===== src/rtl/ow_pkg.sv =====
// Shared types and constants for the 1-Wire temperature sequencer.
// Holds the state/sub-phase enums, ROM/function codes and CRC-8 step.
package ow_pkg;

  typedef enum logic [3:0] {
    S_IDLE,
    S_RST1,
    S_CONV_CMD,
    S_WAIT_CONV,
    S_RST2,
    S_READ_CMD,
    S_READ,
    S_READ_CRC,
    S_CHECK,
    S_DONE
  } ow_state_e;

  typedef enum logic [1:0] {
    PH_ISSUE,
    PH_ACK,
    PH_FIN
  } ow_phase_e;

  typedef enum logic [1:0] {
    OP_NONE,
    OP_RESET,
    OP_WRITE,
    OP_READ
  } ow_op_e;

  typedef struct packed {
    ow_op_e      op;
    logic [63:0] data;
    logic [5:0]  sb;
    logic [5:0]  eb;
  } ow_cmd_t;

  localparam logic [7:0] OW_SKIP_ROM  = 8'hCC;
  localparam logic [7:0] OW_CONVERT_T = 8'h44;
  localparam logic [7:0] OW_READ_SP   = 8'hBE;
  localparam logic [7:0] OW_CRC_POLY  = 8'h8C;

  // Skip ROM goes out first (bits 7:0), function code second.
  function automatic logic [63:0] ow_cmd_word(
    input logic [7:0] fn
  );
    return {48'd0, fn, OW_SKIP_ROM};
  endfunction

  // One LSB-first step of the reflected Dallas CRC-8.
  function automatic logic [7:0] ow_crc8_step(
    input logic [7:0] crc,
    input logic       b
  );
    logic fb;
    fb = crc[0] ^ b;
    return (crc >> 1) ^ (fb ? OW_CRC_POLY : 8'h00);
  endfunction

endpackage


===== src/rtl/ow_crc8.sv =====
// Serial Dallas CRC-8, one bit per clock, LSB first.
// Ports: clk, rst_n, clear, bit_valid, bit_in -> crc[7:0].
module ow_crc8
  import ow_pkg::*;
(
  input  logic       clk,
  input  logic       rst_n,
  input  logic       clear,
  input  logic       bit_valid,
  input  logic       bit_in,
  output logic [7:0] crc
);

  always_ff @(posedge clk or negedge rst_n) begin
    if (!rst_n) begin
      crc <= 8'h00;
    end else if (clear) begin
      crc <= 8'h00;
    end else if (bit_valid) begin
      crc <= ow_crc8_step(crc, bit_in);
    end
  end

endmodule


===== src/rtl/ow_temp_seq.sv =====
// DS18B20-style conversion/read sequencer driving a 1-Wire engine.
// Ports: clk, rst_n, start; engine ow_reset/ow_write/ow_read,
// ow_in, ow_start_bit, ow_end_bit, ow_busy, ow_presence, ow_out;
// user busy, done, temp, err_nopres, err_crc.
// Macro OW_TEMP_CRC_EN: read full scratchpad + CRC byte and check.
module ow_temp_seq
  import ow_pkg::*;
#(
  parameter int CONV_CYCLES = 18000000
)
(
  input  logic        clk,
  input  logic        rst_n,
  input  logic        start,
  output logic        ow_reset,
  output logic        ow_write,
  output logic        ow_read,
  output logic [63:0] ow_in,
  output logic [5:0]  ow_start_bit,
  output logic [5:0]  ow_end_bit,
  input  logic        ow_busy,
  input  logic        ow_presence,
  input  logic [63:0] ow_out,
  output logic        busy,
  output logic        done,
  output logic [15:0] temp,
  output logic        err_nopres,
  output logic        err_crc
);

  localparam logic [24:0] CONV_LAST =
    25'(CONV_CYCLES - 1);

  ow_state_e   state, state_d;
  ow_phase_e   phase, phase_d;
  logic [24:0] cnt, cnt_d;
  logic        ow_reset_d, ow_write_d, ow_read_d;
  logic [63:0] ow_in_d;
  logic [5:0]  sb_d, eb_d;
  logic        busy_d, done_d;
  logic [15:0] temp_d;
  logic        err_nopres_d;
  ow_cmd_t     cmd;
  logic        is_cmd;

`ifdef OW_TEMP_CRC_EN
  localparam logic [5:0] READ_EB = 6'd63;

  // Scratchpad bytes 0-7 plus CRC byte, shifted out LSB first.
  logic [71:0] sp, sp_d;
  logic        err_crc_d;
  logic [7:0]  crc;
  logic        crc_clear, crc_valid;

  assign crc_clear = (state == S_READ_CRC);
  assign crc_valid = (state == S_CHECK);

  ow_crc8 u_crc (
    .clk       (clk),
    .rst_n     (rst_n),
    .clear     (crc_clear),
    .bit_valid (crc_valid),
    .bit_in    (sp[0]),
    .crc       (crc)
  );
`else
  localparam logic [5:0] READ_EB = 6'd15;

  logic unused_ow_out;
  assign unused_ow_out = ^ow_out[63:16];
  assign err_crc       = 1'b0;
`endif

  always_comb begin
    cmd    = '{op: OP_NONE, data: '0,
               sb: '0, eb: '0};
    is_cmd = 1'b1;
    unique case (state)
      S_RST1, S_RST2: begin
        cmd.op = OP_RESET;
      end
      S_CONV_CMD: begin
        cmd.op   = OP_WRITE;
        cmd.data = ow_cmd_word(OW_CONVERT_T);
        cmd.eb   = 6'd15;
      end
      S_READ_CMD: begin
        cmd.op   = OP_WRITE;
        cmd.data = ow_cmd_word(OW_READ_SP);
        cmd.eb   = 6'd15;
      end
      S_READ: begin
        cmd.op = OP_READ;
        cmd.eb = READ_EB;
      end
      S_READ_CRC: begin
        cmd.op = OP_READ;
        cmd.eb = 6'd7;
      end
      default: is_cmd = 1'b0;
    endcase
  end

  always_comb begin
    state_d      = state;
    phase_d      = phase;
    cnt_d        = cnt;
    ow_reset_d   = 1'b0;
    ow_write_d   = 1'b0;
    ow_read_d    = 1'b0;
    ow_in_d      = ow_in;
    sb_d         = ow_start_bit;
    eb_d         = ow_end_bit;
    busy_d       = busy;
    done_d       = 1'b0;
    temp_d       = temp;
    err_nopres_d = err_nopres;
`ifdef OW_TEMP_CRC_EN
    sp_d         = sp;
    err_crc_d    = err_crc;
`endif

    unique case (state)
      S_IDLE: begin
        if (start) begin
          busy_d       = 1'b1;
          err_nopres_d = 1'b0;
`ifdef OW_TEMP_CRC_EN
          err_crc_d    = 1'b0;
`endif
          state_d      = S_RST1;
          phase_d      = PH_ISSUE;
        end
      end
      S_WAIT_CONV: begin
        if (cnt == CONV_LAST) begin
          cnt_d   = '0;
          state_d = S_RST2;
          phase_d = PH_ISSUE;
        end else begin
          cnt_d = cnt + 25'd1;
        end
      end
`ifdef OW_TEMP_CRC_EN
      S_CHECK: begin
        sp_d = sp >> 1;
        if (cnt == 25'd71) begin
          cnt_d   = '0;
          state_d = S_DONE;
        end else begin
          cnt_d = cnt + 25'd1;
        end
      end
`endif
      S_DONE: begin
        done_d  = 1'b1;
        busy_d  = 1'b0;
        state_d = S_IDLE;
`ifdef OW_TEMP_CRC_EN
        err_crc_d = |crc;
`endif
      end
      default: begin
        if (is_cmd) begin
          unique case (phase)
            PH_ISSUE: begin
              // Never hand the engine a command it is still busy with.
              if (!ow_busy) begin
                unique case (1'b1)
                  cmd.op == OP_RESET: ow_reset_d = 1'b1;
                  cmd.op == OP_WRITE: ow_write_d = 1'b1;
                  cmd.op == OP_READ:  ow_read_d  = 1'b1;
                  default: ;
                endcase
                ow_in_d = cmd.data;
                sb_d    = cmd.sb;
                eb_d    = cmd.eb;
                phase_d = PH_ACK;
              end
            end
            PH_ACK: begin
              if (ow_busy) phase_d = PH_FIN;
            end
            PH_FIN: begin
              if (!ow_busy) begin
                phase_d = PH_ISSUE;
                unique case (state)
                  S_RST1, S_RST2: begin
                    if (!ow_presence) begin
                      err_nopres_d = 1'b1;
                      state_d      = S_DONE;
                    end else if (state == S_RST1) begin
                      state_d = S_CONV_CMD;
                    end else begin
                      state_d = S_READ_CMD;
                    end
                  end
                  S_CONV_CMD: begin
                    cnt_d   = '0;
                    state_d = S_WAIT_CONV;
                  end
                  S_READ_CMD: state_d = S_READ;
                  S_READ: begin
                    temp_d = ow_out[15:0];
`ifdef OW_TEMP_CRC_EN
                    sp_d[63:0] = ow_out;
                    state_d    = S_READ_CRC;
`else
                    state_d    = S_DONE;
`endif
                  end
`ifdef OW_TEMP_CRC_EN
                  S_READ_CRC: begin
                    sp_d[71:64] = ow_out[7:0];
                    cnt_d       = '0;
                    state_d     = S_CHECK;
                  end
`endif
                  default: state_d = S_IDLE;
                endcase
              end
            end
            default: phase_d = PH_ISSUE;
          endcase
        end else begin
          state_d = S_IDLE;
        end
      end
    endcase
  end

  always_ff @(posedge clk or negedge rst_n) begin
    if (!rst_n) begin
      state        <= S_IDLE;
      phase        <= PH_ISSUE;
      cnt          <= '0;
      ow_reset     <= 1'b0;
      ow_write     <= 1'b0;
      ow_read      <= 1'b0;
      ow_in        <= '0;
      ow_start_bit <= '0;
      ow_end_bit   <= '0;
      busy         <= 1'b0;
      done         <= 1'b0;
      temp         <= '0;
      err_nopres   <= 1'b0;
`ifdef OW_TEMP_CRC_EN
      sp           <= '0;
      err_crc      <= 1'b0;
`endif
    end else begin
      state        <= state_d;
      phase        <= phase_d;
      cnt          <= cnt_d;
      ow_reset     <= ow_reset_d;
      ow_write     <= ow_write_d;
      ow_read      <= ow_read_d;
      ow_in        <= ow_in_d;
      ow_start_bit <= sb_d;
      ow_end_bit   <= eb_d;
      busy         <= busy_d;
      done         <= done_d;
      temp         <= temp_d;
      err_nopres   <= err_nopres_d;
`ifdef OW_TEMP_CRC_EN
      sp           <= sp_d;
      err_crc      <= err_crc_d;
`endif
    end
  end

endmodule


===== config.mk =====
export PLATFORM = sky130hd
export DESIGN_NAME = ow_temp_seq
export DESIGN_NICKNAME = d
export VERILOG_FILES = /design/src/rtl/ow_pkg.sv /design/src/rtl/ow_crc8.sv /design/src/rtl/ow_temp_seq.sv
export SDC_FILE = /design/constraint.sdc
export NUM_CORES = 1
export LEC_CHECK = 0
export BUFFER_PORTS_ARGS = -buffer_cell sky130_fd_sc_hd__buf_4
export CAP_MARGIN = 20
export CELL_PAD_IN_SITES_DETAIL_PLACEMENT = 0
export CELL_PAD_IN_SITES_GLOBAL_PLACEMENT = 2
export CORE_MARGIN = 10
export CORE_UTILIZATION = 26
export DETAILED_ROUTE_END_ITERATION = 7
export GPL_ROUTABILITY_DRIVEN = 0
export PLACE_DENSITY_LB_ADDON = 0.2
export REMOVE_ABC_BUFFERS = 1
export SETUP_SLACK_MARGIN = 0.5
export SLEW_MARGIN = 10
export SYNTH_ARGS = -nofsm -noshare
export SYNTH_HDL_FRONTEND = slang
export SYNTH_SLANG_ARGS = --single-unit

===== constraint.sdc =====
create_clock -name clk -period 2.4 [get_ports clk]
set_input_delay 0.48 -clock clk [delete_from_list [all_inputs] [get_ports clk]]
set_output_delay 0.48 -clock clk [all_outputs]
set_load 0.05 [all_outputs]

==> metrics.txt <==
# TYPE chip_impl_metric gauge
chip_impl_info{name="setup.worst_path.end",value="cnt[14]"} 1
chip_impl_metric{name="critical-path-max-stage-delay",unit="ns"} 0.43
chip_impl_info{name="cp_slowest_cell",value="sky130_fd_sc_hd__dfrtp_1"} 1
chip_impl_info{name="r2r_end",value="cnt[14]"} 1
chip_impl_metric{name="fp-row-count",unit=""} 42
chip_impl_metric{name="grt_pass1_wl",unit="mm"} 15.3
chip_impl_metric{name="groute.layer.met3.usage",unit="%"} 3.32
chip_impl_info{name="busiest_layer",value="met2"} 1
chip_impl_metric{name="detail_route.vias_per_cell",unit=""} 4.48
chip_impl_metric{name="drt_iter0_drc",unit=""} 190
chip_impl_metric{name="drv.max_cap_violation_count",unit=""} 0
chip_impl_info{name="run_status",value="finished, final reports clean"} 1
chip_impl_metric{name="seq_area",unit="sq um"} 1460
chip_impl_info{name="top_post_synthesis_cells_by_area",value="sky130_fd_sc_hd__dfrtp_1, sky130_fd_sc_hd__buf_4, sky130_fd_sc_hd__mux2_2"} 1
chip_impl_metric{name="globalRouteOverflowTotal",unit=""} 0
chip_impl_info{name="worst_hold_path_type",value="in -> async"} 1
chip_impl_metric{name="fin_nets",unit=""} 512
chip_impl_metric{name="clkLatencyLatePin",unit="ns"} 0.33
chip_impl_metric{name="clockBufferDepth",unit=""} 2
chip_impl_info{name="cts_root_buf",value="sky130_fd_sc_hd__clkbuf_16"} 1
chip_impl_metric{name="clkSlewWorstSetupHoldPaths",unit="ns"} 0.05
chip_impl_metric{name="antennaDiodeCount",unit=""} 0
chip_impl_metric{name="internal_power",unit="uW"} 3470
chip_impl_metric{name="final_hold_viol_count",unit=""} 0
chip_impl_metric{name="met2_usage",unit="%"} 15.4
chip_impl_metric{name="grt.total_usage",unit="%"} 10.3
chip_impl_metric{name="post_synth.cell_area_avg",unit="sq um"} 9.56
chip_impl_metric{name="drt_pre_antenna_iters",unit=""} 5
chip_impl_metric{name="combPwrFrac",unit="%"} 46.8
chip_impl_metric{name="postRouteAntennaNets",unit=""} 0
chip_impl_metric{name="die_w",unit="microns"} 136
chip_impl_metric{name="io_buffer_count",unit=""} 57
chip_impl_metric{name="final_total_negative_setup_slack",unit="ns"} 0
chip_impl_metric{name="synth_top_cell_area_share",unit="%"} 41.2
chip_impl_metric{name="syn_area",unit="sq um"} 3520
chip_impl_metric{name="grt_max_degree",unit=""} 59
chip_impl_info{name="cts_tree",value="done"} 1
chip_impl_info{name="worst_r2r_startpoint",value="cnt[16]"} 1
chip_impl_metric{name="yosys.cell_types.count",unit=""} 50
chip_impl_metric{name="grt_antenna_before_repair",unit=""} 0
chip_impl_metric{name="timing.fmax",unit="MHz"} 536
chip_impl_metric{name="top_level_ports",unit=""} 168
chip_impl_metric{name="core",unit="sq um"} 13200
chip_impl_metric{name="drc",unit=""} 0
chip_impl_info{name="critical_path.top_delay_family",value="simple AND/OR/NAND/NOR gates"} 1
chip_impl_metric{name="timing.max_slew.rel_slack",unit="%"} 42.9
chip_impl_metric{name="setup-violations-final",unit=""} 0
chip_impl_metric{name="finalWirelength",unit="mm"} 9.52
chip_impl_metric{name="worst_ir_drop_vdd",unit="mV"} 0.418
chip_impl_info{name="worst-setup-path-type",value="reg -> reg"} 1
chip_impl_metric{name="data_arrival_at_the_endpoint_of_the_critical_path",unit="ns"} 2.08
chip_impl_metric{name="tritoncts.num_buffers",unit=""} 9
chip_impl_metric{name="timing.clock.skew",unit="ns"} 0.00548
chip_impl_info{name="synth_top_flop_cell",value="sky130_fd_sc_hd__dfrtp_1"} 1
chip_impl_metric{name="synthToLayoutAreaGrowth",unit="%"} 28.6
chip_impl_metric{name="cp_data_required_time",unit="ns"} 2.61
chip_impl_metric{name="nFillCells",unit=""} 1385
chip_impl_metric{name="worstSetupPathDepth",unit=""} 6
chip_impl_info{name="post-synth-top-count-cell",value="sky130_fd_sc_hd__buf_4"} 1
chip_impl_metric{name="tritoncts_num_sinks",unit=""} 58
chip_impl_metric{name="seq_power_share",unit="%"} 26.5
chip_impl_metric{name="power_leakage",unit="uW"} 0.00212
chip_impl_metric{name="finalWorstPathRequiredPeriod",unit="ns"} 1.87
chip_impl_metric{name="multiInputGateArea",unit="sq um"} 1730
chip_impl_metric{name="path_buf_inv",unit=""} 1
chip_impl_metric{name="synthArstFlopShare",unit="%"} 100
chip_impl_metric{name="p_sw",unit="uW"} 2670
chip_impl_metric{name="grt_pass1_vias",unit=""} 2815
chip_impl_metric{name="initial_utilization",unit="%"} 26.6
chip_impl_metric{name="ys_seq_elements",unit=""} 58
chip_impl_metric{name="switching_share",unit="%"} 43.4
chip_impl_metric{name="synth_warnings",unit=""} 0
chip_impl_info{name="rsz0062_at_grt",value="yes"} 1
chip_impl_metric{name="highest_fanout_seen_on_the_critical_path",unit=""} 25
chip_impl_metric{name="synth_edf_count",unit=""} 0
chip_impl_info{name="synth_largest_area_cell",value="sky130_fd_sc_hd__dfrtp_1"} 1
chip_impl_metric{name="detail_route.wl_per_cell",unit="microns"} 15.3
chip_impl_metric{name="total_number_of_h_tree_levels",unit=""} 3
chip_impl_metric{name="dr_total_vias",unit=""} 2790
chip_impl_metric{name="post-layout-total-power",unit="uW"} 6140
chip_impl_metric{name="power_share_of_the_clock_group",unit="%"} 26.7
chip_impl_info{name="start_kind",value="register"} 1
chip_impl_info{name="setup.worst_path.end_class",value="register"} 1
chip_impl_metric{name="max_slew.worst_pin.slew",unit="ns"} 0.853
chip_impl_metric{name="dpl_wire_length",unit="mm"} 6.83
chip_impl_metric{name="post-route-period-util",unit="%"} 77.8
chip_impl_metric{name="slew_viol_final",unit=""} 0
chip_impl_metric{name="post-route-util",unit="%"} 34.2
chip_impl_info{name="timing.critical_path.cells",value="nor4b_2 -> and4_4 -> a21oi_4 -> buf_12 -> and3_1 -> a221o_1"} 1
chip_impl_metric{name="final_layout_size_suffix_gt1_share",unit="%"} 34.9
chip_impl_metric{name="dieArea",unit="sq um"} 18600
chip_impl_metric{name="floorplan.die.height",unit="microns"} 136
chip_impl_metric{name="synth_cells",unit=""} 368
chip_impl_metric{name="worst-r2r-cell-count",unit=""} 6
chip_impl_metric{name="worst-r2r-setup-slack",unit="ns"} 0.53
chip_impl_metric{name="yosysSeqAreaShare",unit="%"} 41.2
chip_impl_info{name="worstSetupStartpoint",value="cnt[16]"} 1
chip_impl_info{name="synth_commonest_cells",value="sky130_fd_sc_hd__buf_4, sky130_fd_sc_hd__dfrtp_1, sky130_fd_sc_hd__nand2_1"} 1
chip_impl_metric{name="power.density",unit="nW/um^2"} 1360
chip_impl_metric{name="use_met1",unit="%"} 13.4
## state kept, by name (all words and copies together) (netlist names)
register    count
done            1
state           4
ow_read         1
cnt            25
temp           16
busy            1
err_nopres      1
ow_in           3
ow_end_bit      2
phase           2
ow_write        1
ow_reset        1
## placed cells by master (no fill, tap or decap), types with 4 or more instances in the layout
cell and n:
sky130_fd_sc_hd__buf_4 89, sky130_fd_sc_hd__conb_1 62, sky130_fd_sc_hd__dfrtp_1 50, sky130_fd_sc_hd__nand2_1 28, sky130_fd_sc_hd__a31oi_1 21, sky130_fd_sc_hd__a21oi_1 19, sky130_fd_sc_hd__nor2_1 18, sky130_fd_sc_hd__nand3_1 16
sky130_fd_sc_hd__mux2_2 16, sky130_fd_sc_hd__o21ai_1 11, sky130_fd_sc_hd__o21ai_0 9, sky130_fd_sc_hd__clkbuf_16 9, sky130_fd_sc_hd__a41oi_1 8, sky130_fd_sc_hd__dfrtp_2 8, sky130_fd_sc_hd__nor3_1 6, sky130_fd_sc_hd__inv_1 5
sky130_fd_sc_hd__nand2b_1 5, sky130_fd_sc_hd__nor2b_1 4, sky130_fd_sc_hd__nor4_4 4, sky130_fd_sc_hd__o31ai_1 4, sky130_fd_sc_hd__and3_1 4, sky130_fd_sc_hd__bufinv_16 4
## worst register-to-register path, stage by stage (launching register included)
cell	delay [ns]
sky130_fd_sc_hd__dfrtp_1	0.43
sky130_fd_sc_hd__nor4b_2	0.33
sky130_fd_sc_hd__and4_4	0.29
sky130_fd_sc_hd__a21oi_4	0.09
sky130_fd_sc_hd__buf_12	0.18
sky130_fd_sc_hd__and3_1	0.16
sky130_fd_sc_hd__a221o_1	0.26
## how the worst min path moves through the flow
| stage | cells past startpoint | slack [ns] | to | from |
|---|---|---|---|---|
| CTS | 1 | 0.26 | ow_reset | rst_n |
| global placement | 2 | 0.47 | ow_end_bit[3] | ow_end_bit[3] |
| floorplan | 0 | 0.18 | busy | rst_n |
| detailed placement | 2 | 0.49 | ow_end_bit[3] | ow_end_bit[3] |
| finish | 1 | 0.23 | ow_reset | rst_n |
| global route | 1 | 0.29 | ow_in[14] | rst_n |
## final cells by class
class,instances,area share (%)
Multi-Input combinational cell,275,38.2
Sequential cell,58,32.3
Timing Repair Buffer,92,15.9
Clock buffer,10,5.28
Tap cell,176,4.87
Clock inverter,6,3.01
Inverter,6,0.498
## power groups by stage
stage / Sequential [uW] / Clock, uW / Combinational, uW
5_1_grt: 1690 / 1740 / 3110
4_1_cts: 1630 / 1690 / 2760
3_3_place_gp: 1620 / 0 / 2680
3_5_place_dp: 1630 / 0 / 2680
2_1_floorplan: 2280 / 0 / 1070
6_report: 1630 / 1640 / 2870
## through the flow
step | hold slack (ns) | area [sq um] | worst slack [ns] | std cells
after floorplan | 0.184 | 3120 | 0.0495 | 339
after global placement | 0.470 | 3940 | 0.281 | 592
after detailed placement | 0.485 | 3940 | 0.293 | 592
after CTS | 0.259 | 4400 | 0.479 | 611
after global routing | 0.288 | 4530 | 0.492 | 623
final | 0.234 | 4530 | 0.533 | 623
## timing repair
action | CTS | global route
buffers inserted | 3 | 12
setup endpoints to repair | 25 | 14
gates resized for setup | 13 | 11
hold buffers | 0 | 0
pin swaps | 2 | 7
## layer usage
layer / wire length, microns / vias up
met5: 0 / -
met3: 625 / 12
met4: 116 / 0
met2: 4380 / 97
li1: - / 1335
met1: 4400 / 1346
## cells by family after synthesis
kind of cell	synth area share, %
simple gates	18.8
buf+inv	18.6
compound gates	15.6
flops	41.2
mux	5.12
fa+ha+maj	0.355
other cells	0.107
xor+xnor	0.249
Power figures use the tool's default switching activity.
